### src/rtl/msg_fifo_arbiter_if.sv
// Bus bundle between the message producers, the arbiter and the downstream CPU message FIFO.
//
// Ports (signals):
//   req        producers -> arbiter  req[i]: producer i holds a valid message
//   msg_id     producers -> arbiter  word 0 of source i, bits [32i+31:32i]
//   msg_tl     producers -> arbiter  word 1 (top-left) of source i
//   msg_br     producers -> arbiter  word 2 (bottom-right) of source i
//   ack        arbiter -> producers  one-cycle capture pulse per source
//   fifo_data  arbiter -> FIFO       write data, zero when not writing
//   fifo_wr    arbiter -> FIFO       write request
//   fifo_usedw FIFO -> arbiter       used words
//   fifo_full  FIFO -> arbiter       full flag
//   flush      FIFO -> arbiter       FIFO being cleared this cycle
//
// Modports: master = arbiter side, slave = producers/FIFO environment side.
interface msg_fifo_arbiter_if #(
    parameter int unsigned N_SRC   = 4,
    parameter int unsigned USEDW_W = 8
);
    logic [N_SRC-1:0]    req;
    logic [32*N_SRC-1:0] msg_id;
    logic [32*N_SRC-1:0] msg_tl;
    logic [32*N_SRC-1:0] msg_br;
    logic [N_SRC-1:0]    ack;
    logic [31:0]         fifo_data;
    logic                fifo_wr;
    logic [USEDW_W-1:0]  fifo_usedw;
    logic                fifo_full;
    logic                flush;

    modport master (
        input  req, msg_id, msg_tl, msg_br, fifo_usedw, fifo_full, flush,
        output ack, fifo_data, fifo_wr
    );

    modport slave (
        output req, msg_id, msg_tl, msg_br, fifo_usedw, fifo_full, flush,
        input  ack, fifo_data, fifo_wr
    );
endinterface

### src/rtl/msg_fifo_arbiter.sv
// Shares one 32-bit CPU message FIFO between N_SRC producers. Each producer offers an atomic
// 3-word message (ID, top-left, bottom-right). A round-robin grant is issued only when the
// FIFO has room for a whole message; the captured words are then streamed on three
// consecutive cycles so messages are never interleaved or truncated.
//
// Ports:
//   clk        system clock
//   reset      synchronous, active-high reset
//   bus        msg_fifo_arbiter_if.master: producer req/data/ack and FIFO write side
//   busy       a message is being written (state != idle)
//   grant_idx  index of the last granted source
//   msg_count  completed messages, wraps modulo 2^16
module msg_fifo_arbiter #(
    parameter int unsigned N_SRC      = 4,
    parameter int unsigned FIFO_DEPTH = 256,
    parameter int unsigned MSG_WORDS  = 3
) (
    input  logic               clk,
    input  logic               reset,
    msg_fifo_arbiter_if.master bus,
    output logic               busy,
    output logic [2:0]         grant_idx,
    output logic [15:0]        msg_count
);

    localparam int unsigned RoomLimit = FIFO_DEPTH - MSG_WORDS;

    typedef enum logic [1:0] {
        StIdle,
        StWId,
        StWTl,
        StWBr
    } state_e;

    state_e      state_q, state_d;
    logic [2:0]  grant_idx_q, grant_idx_d;
    logic [15:0] msg_count_q, msg_count_d;
    logic [31:0] id_q, id_d;
    logic [31:0] tl_q, tl_d;
    logic [31:0] br_q, br_d;

    // Unpack the flat source buses into fixed 8-entry tables so the winner can be picked
    // with a plain 3-bit index; unused slots read as zero.
    logic [7:0]  req_pad;
    logic [31:0] id_arr [8];
    logic [31:0] tl_arr [8];
    logic [31:0] br_arr [8];

    for (genvar g = 0; g < 8; g++) begin : g_unpack
        if (g < N_SRC) begin : g_src
            assign req_pad[g] = bus.req[g];
            assign id_arr[g]  = bus.msg_id[32*g +: 32];
            assign tl_arr[g]  = bus.msg_tl[32*g +: 32];
            assign br_arr[g]  = bus.msg_br[32*g +: 32];
        end else begin : g_pad
            assign req_pad[g] = 1'b0;
            assign id_arr[g]  = '0;
            assign tl_arr[g]  = '0;
            assign br_arr[g]  = '0;
        end
    end

    // Whole-message room check; room is only consulted at grant time since nothing else
    // writes the FIFO.
    logic room;
    assign room = ~bus.fifo_full && (32'(bus.fifo_usedw) < RoomLimit);

    // Round-robin search starting one past the last grant, wrapping modulo N_SRC.
    logic       win_found;
    logic [2:0] win_idx;
    logic [3:0] cand;

    always_comb begin
        win_found = 1'b0;
        win_idx   = grant_idx_q;
        cand      = '0;
        for (int k = 1; k <= 8; k++) begin
            if (k <= int'(N_SRC)) begin
                cand = {1'b0, grant_idx_q} + 4'(k);
                if (cand >= 4'(N_SRC)) begin
                    cand = cand - 4'(N_SRC);
                end
                if (!win_found && req_pad[cand[2:0]]) begin
                    win_found = 1'b1;
                    win_idx   = cand[2:0];
                end
            end
        end
    end

    logic [7:0] ack_pad;

    always_comb begin
        state_d       = state_q;
        grant_idx_d   = grant_idx_q;
        msg_count_d   = msg_count_q;
        id_d          = id_q;
        tl_d          = tl_q;
        br_d          = br_q;
        ack_pad       = '0;
        bus.fifo_wr   = 1'b0;
        bus.fifo_data = '0;

        unique case (state_q)
            StIdle: begin
                // Gate with reset so no ack escapes while the block is being reset.
                if (win_found && room && !bus.flush && !reset) begin
                    id_d        = id_arr[win_idx];
                    tl_d        = tl_arr[win_idx];
                    br_d        = br_arr[win_idx];
                    ack_pad     = 8'd1 << win_idx;
                    grant_idx_d = win_idx;
                    state_d     = StWId;
                end
            end
            StWId: begin
                if (bus.flush) begin
                    state_d = StIdle;
                end else begin
                    bus.fifo_wr   = 1'b1;
                    bus.fifo_data = id_q;
                    state_d       = StWTl;
                end
            end
            StWTl: begin
                if (bus.flush) begin
                    state_d = StIdle;
                end else begin
                    bus.fifo_wr   = 1'b1;
                    bus.fifo_data = tl_q;
                    state_d       = StWBr;
                end
            end
            StWBr: begin
                state_d = StIdle;
                // A flushed message is discarded and does not count as completed.
                if (!bus.flush) begin
                    bus.fifo_wr   = 1'b1;
                    bus.fifo_data = br_q;
                    msg_count_d   = msg_count_q + 16'd1;
                end
            end
            default: begin
                state_d = StIdle;
            end
        endcase
    end

    assign bus.ack   = ack_pad[N_SRC-1:0];
    assign busy      = (state_q != StIdle);
    assign grant_idx = grant_idx_q;
    assign msg_count = msg_count_q;

    always_ff @(posedge clk) begin
        if (reset) begin
            state_q     <= StIdle;
            grant_idx_q <= 3'(N_SRC - 1);
            msg_count_q <= '0;
            id_q        <= '0;
            tl_q        <= '0;
            br_q        <= '0;
        end else begin
            state_q     <= state_d;
            grant_idx_q <= grant_idx_d;
            msg_count_q <= msg_count_d;
            id_q        <= id_d;
            tl_q        <= tl_d;
            br_q        <= br_d;
        end
    end

endmodule
### src/flat_wrapper.sv
// flat-port wrapper written by rule: the top's interface ports become plain ports
module msg_fifo_arbiter_flat 
#(
    parameter int unsigned N_SRC      = 4,
    parameter int unsigned FIFO_DEPTH = 256,
    parameter int unsigned MSG_WORDS  = 3
)
  (clk, reset, busy, grant_idx, msg_count, bus_req, bus_msg_id, bus_msg_tl, bus_msg_br, bus_fifo_usedw, bus_fifo_full, bus_flush, bus_ack, bus_fifo_data, bus_fifo_wr);
  msg_fifo_arbiter_if #(.N_SRC(N_SRC)) bus_i ();
  input  logic clk;
  input  logic reset;
  output logic busy;
  output logic [2:0] grant_idx;
  output logic [15:0] msg_count;
  input wire logic [$bits(bus_i.req)-1:0] bus_req;
  input wire logic [$bits(bus_i.msg_id)-1:0] bus_msg_id;
  input wire logic [$bits(bus_i.msg_tl)-1:0] bus_msg_tl;
  input wire logic [$bits(bus_i.msg_br)-1:0] bus_msg_br;
  input wire logic [$bits(bus_i.fifo_usedw)-1:0] bus_fifo_usedw;
  input wire logic [$bits(bus_i.fifo_full)-1:0] bus_fifo_full;
  input wire logic [$bits(bus_i.flush)-1:0] bus_flush;
  output wire logic [$bits(bus_i.ack)-1:0] bus_ack;
  output wire logic [$bits(bus_i.fifo_data)-1:0] bus_fifo_data;
  output wire logic [$bits(bus_i.fifo_wr)-1:0] bus_fifo_wr;
  assign bus_i.req = bus_req;
  assign bus_i.msg_id = bus_msg_id;
  assign bus_i.msg_tl = bus_msg_tl;
  assign bus_i.msg_br = bus_msg_br;
  assign bus_i.fifo_usedw = bus_fifo_usedw;
  assign bus_i.fifo_full = bus_fifo_full;
  assign bus_i.flush = bus_flush;
  assign bus_ack = bus_i.ack;
  assign bus_fifo_data = bus_i.fifo_data;
  assign bus_fifo_wr = bus_i.fifo_wr;
  msg_fifo_arbiter #(.N_SRC(N_SRC), .FIFO_DEPTH(FIFO_DEPTH), .MSG_WORDS(MSG_WORDS)) u_core (.clk(clk), .reset(reset), .bus(bus_i), .busy(busy), .grant_idx(grant_idx), .msg_count(msg_count));
endmodule
### config.mk
export PLATFORM = sky130hd
export DESIGN_NAME = msg_fifo_arbiter_flat
export DESIGN_NICKNAME = d
export VERILOG_FILES = /design/src/rtl/msg_fifo_arbiter_if.sv /design/src/rtl/msg_fifo_arbiter.sv /design/src/flat_wrapper.sv
export SDC_FILE = /design/constraint.sdc
export NUM_CORES = 1
export LEC_CHECK = 0
export BUFFER_PORTS_ARGS = -buffer_cell sky130_fd_sc_hd__buf_2
export CORE_AREA = 2 2 176 178
export DETAILED_ROUTE_END_ITERATION = 6
export DIE_AREA = 0 0 178 180
export GPL_TIMING_DRIVEN = 0
export PLACE_DENSITY_LB_ADDON = 0.08
export SLEW_MARGIN = 10
export SYNTH_ARGS = -nofsm -noshare
export SYNTH_HDL_FRONTEND = slang
export SYNTH_SLANG_ARGS = --single-unit
### constraint.sdc
create_clock -name clk -period 4.2 [get_ports clk]
set_clock_uncertainty 0.1 [all_clocks]
set_input_delay 0.21 -clock clk [delete_from_list [all_inputs] [get_ports clk]]
set_output_delay 0.21 -clock clk [all_outputs]
set_load 0.02 [all_outputs]
==> flow_summary.yaml <==
status:
  status: "finished, final reports clean"
detailed_routing:
  drt_iter0_markers: 368
  dr.pass1.iters: 4
  vias: 8166
  wirelength_mm: 38.4
  vias_per_cell: 4.82
  route.detailed.drc: 0
  final_antenna_net_count: 0
  wl_per_cell_um: 22.6
synthesis:
  synth_common_cells: "195 x mux2i_1, 117 x dfxtp_1, 106 x nand2_1"
  synth_nets: 1186
  seq_area_frac_synth: 0.318
  synth.most_common_cell: "mux2i_1"
  avgSynthCellArea_sq_um: 9.41
  netlist.area_leader.share: 0.318
  yosysTopAreaCell: "dfxtp_1"
  ys_warn_count: 0
  synth_ff_type: "dfxtp_1"
  synth_area_leaders: "dfxtp_1 32%, mux2i_1 26%, o221ai_1 10%"
  synth_edf_count: 0
  postSynth.asyncResetShare: 0
  synth_cells: 783
  ys_ff_latch: 117
  yosysUniqueCellTypes: 44
  netlist_area_sq_mm: 0.00737
global_route:
  grt_max_degree: 17
  grt.overflow.total: 0
  track_usage: 0.233
  grt_pass1_vias: 8435
  grt_first_pass_wirelength_mm: 53.8
  antenna_found_initial: 2
critical_path:
  reg2reg_depth: 12
  critPathKind: "register to primary output"
  required_ns: 3.89
  path_max_fanout: 10
  crit_start: "u_core.grant_idx[0]$_SDFFE_PP1P_"
  arrival_ns: 3.65
  r2r_start: "u_core.grant_idx[0]$_SDFFE_PP1P_"
  worstReg2RegEnd: "u_core.br_q[20]$_SDFFE_PP0P_"
  crit_end: "bus_ack[0]"
  endpoint_kind: "primary output"
  reg2reg_slack_ns: 0.24
  critPathLaunchType: "register"
cells_and_area:
  nets: 1688
  final_cells: 1694
  drive_gt1_frac: 0.439
  antenna_cells: 0
  area_growth_pct: 50.0
clocking:
  cts_buffers: 17
  htree_levels: 4
  cts_tree: "built"
  cts.sinks: 117
  cts_setup_buffers: 0
  clk_latency_ns: 0.42
  root_buffer: "clkbuf_16"
  cts.clk_slew.worst_paths_ns: 0.06
  cts_buffer_depth: 2
floorplan:
  core_area_sq_mm: 0.0302
  initial_utilization: 0.244
  io_pins: 457
  dieArea_sq_mm: 0.0320
  rows: 64
  die_width_um: 178
  dieHeight_um: 180
timing:
  hold_viol_final: 0
  tns_ns: 0
  tightest_slew_ns: 0.978
  slew_headroom: 0.348
  setup_slack_ns: 0.236
  finalCriticalPeriod_ns: 3.96
  fmax_mhz: 252
  slew_violations: 0
  finalCritPeriodShare: 0.944
  rsz0062_at_grt: "no"
  hold_slack_ns: 0.00528
  setup_viol: 0
placement:
  port_buffers: 455
  dp_slack_ns: 0.404
  dp.cells: 1634
  gp_congestion: 0.776
  dp_hpwl_mm: 30.4
power:
  peakVddDrop_uv: 277
  power_density_mw_per_mm2: 367
  p_leak_uw: 0.00524
min_path:
  hold_class: "input pin to register"
  hold_start: "bus_msg_tl[124]"
run:
  cap_viol_max_count: 0
## power breakdown
group / switching (uW) / internal (uW) / leakage, uW
clock network: 591 / 956 / 0.000297
logic: 653 / 569 / 0.00399
registers: 71.3 / 1220 / 0.000954
total: 1320 / 2740 / 0.00524
## metrics by stage
step | power, uW | area, sq um | util
2_1_floorplan | 1990 | 7370 | -
3_3_place_gp | 2510 | 10100 | 0.336
3_5_place_dp | 2510 | 10100 | 0.336
4_1_cts | 4100 | 11000 | 0.366
5_1_grt | 4240 | 11000 | 0.366
6_report | 4060 | 11000 | 0.366
## layout by cell type (no fill, tap or decap), types with 9 or more instances in the layout
| cell type | synthesis | final |
|---|---|---|
| buf_4 | 18 | 17 |
| o221ai_1 | 88 | 88 |
| clkbuf_16 | 0 | 17 |
| mux2i_1 | 195 | 195 |
| dlygate4sd3_1 | 0 | 28 |
| xor2_1 | 9 | 9 |
| buf_2 | 11 | 466 |
| a22oi_1 | 31 | 31 |
| mux2_2 | 33 | 33 |
| dfxtp_1 | 117 | 117 |
| clkbuf_1 | 32 | 32 |
| nor2_1 | 56 | 56 |
| nand2_1 | 106 | 106 |
## final cells by class
class                      instances  area (sq um)
buffer                            72           378
tap                              396           495
fill                            3252         19100
timing repair buffer             483          2560
sequential                       117          2340
clock buffer                      18           439
inverter                           6          22.5
clock inverter                    14           176
multi-input combinational        588          4640
## worst min path at each step
stage	to	slack, ns	cells after the start
6_report	u_core.tl_q[28]$_SDFFE_PP0P_	0.005	3
5_1_grt	u_core.id_q[8]$_SDFFE_PP0P_	0.01	3
4_1_cts	u_core.id_q[28]$_SDFFE_PP0P_	0.0002	3
3_5_place_dp	u_core.br_q[28]$_SDFFE_PP0P_	0.34	2
3_3_place_gp	u_core.tl_q[4]$_SDFFE_PP0P_	0.34	2
2_1_floorplan	u_core.grant_idx[0]$_SDFFE_PP1P_	0.21	1
## cell families (layout without fill, tap and decap cells)
logic type	after synthesis	count (layout)	synth area share
buffers and inverters	78	593	0.0538
DFF	117	117	0.318
AOI/OAI and AO/OA	147	147	0.172
adders and majority gates	3	3	0.00510
and+or+nand+nor	192	192	0.108
muxes	232	232	0.326
xor gates and xnor gates	14	14	0.0177
## worst max-delay path: stages (launching register included)
cell	delay (ns)
dfxtp_1	0.38
buf_4	0.21
inv_1	0.14
ha_1	0.40
mux4_2	0.53
o21ai_2	0.14
mux2i_1	0.22
a31o_1	0.18
or2_1	0.12
buf_2	0.24
buf_6	0.20
buf_6	0.25
nor2_1	0.06
buf_2	0.16
## layer usage
metal	wire, um	GRT usage	vias up
met5	21	0	-
met2	19000	0.413	314
met3	2340	0.0482	35
li1	-	-	3961
met4	619	0.0548	4
met1	16400	0.287	3852
## what timing repair did
item,4_1_cts,5_1_grt
hold buffers,28,0
endpoints found under the setup margin,0,7
endpoints found under the hold margin,19,0
gates resized for setup,0,2
## registers in the layout, summed over array words and instances, names as in the netlist
register          cells
u_core.br_q          32
u_core.grant_idx      3
u_core.id_q          32
u_core.msg_count     16
u_core.state_q        2
u_core.tl_q          32
(Power assumes the default switching activity.)
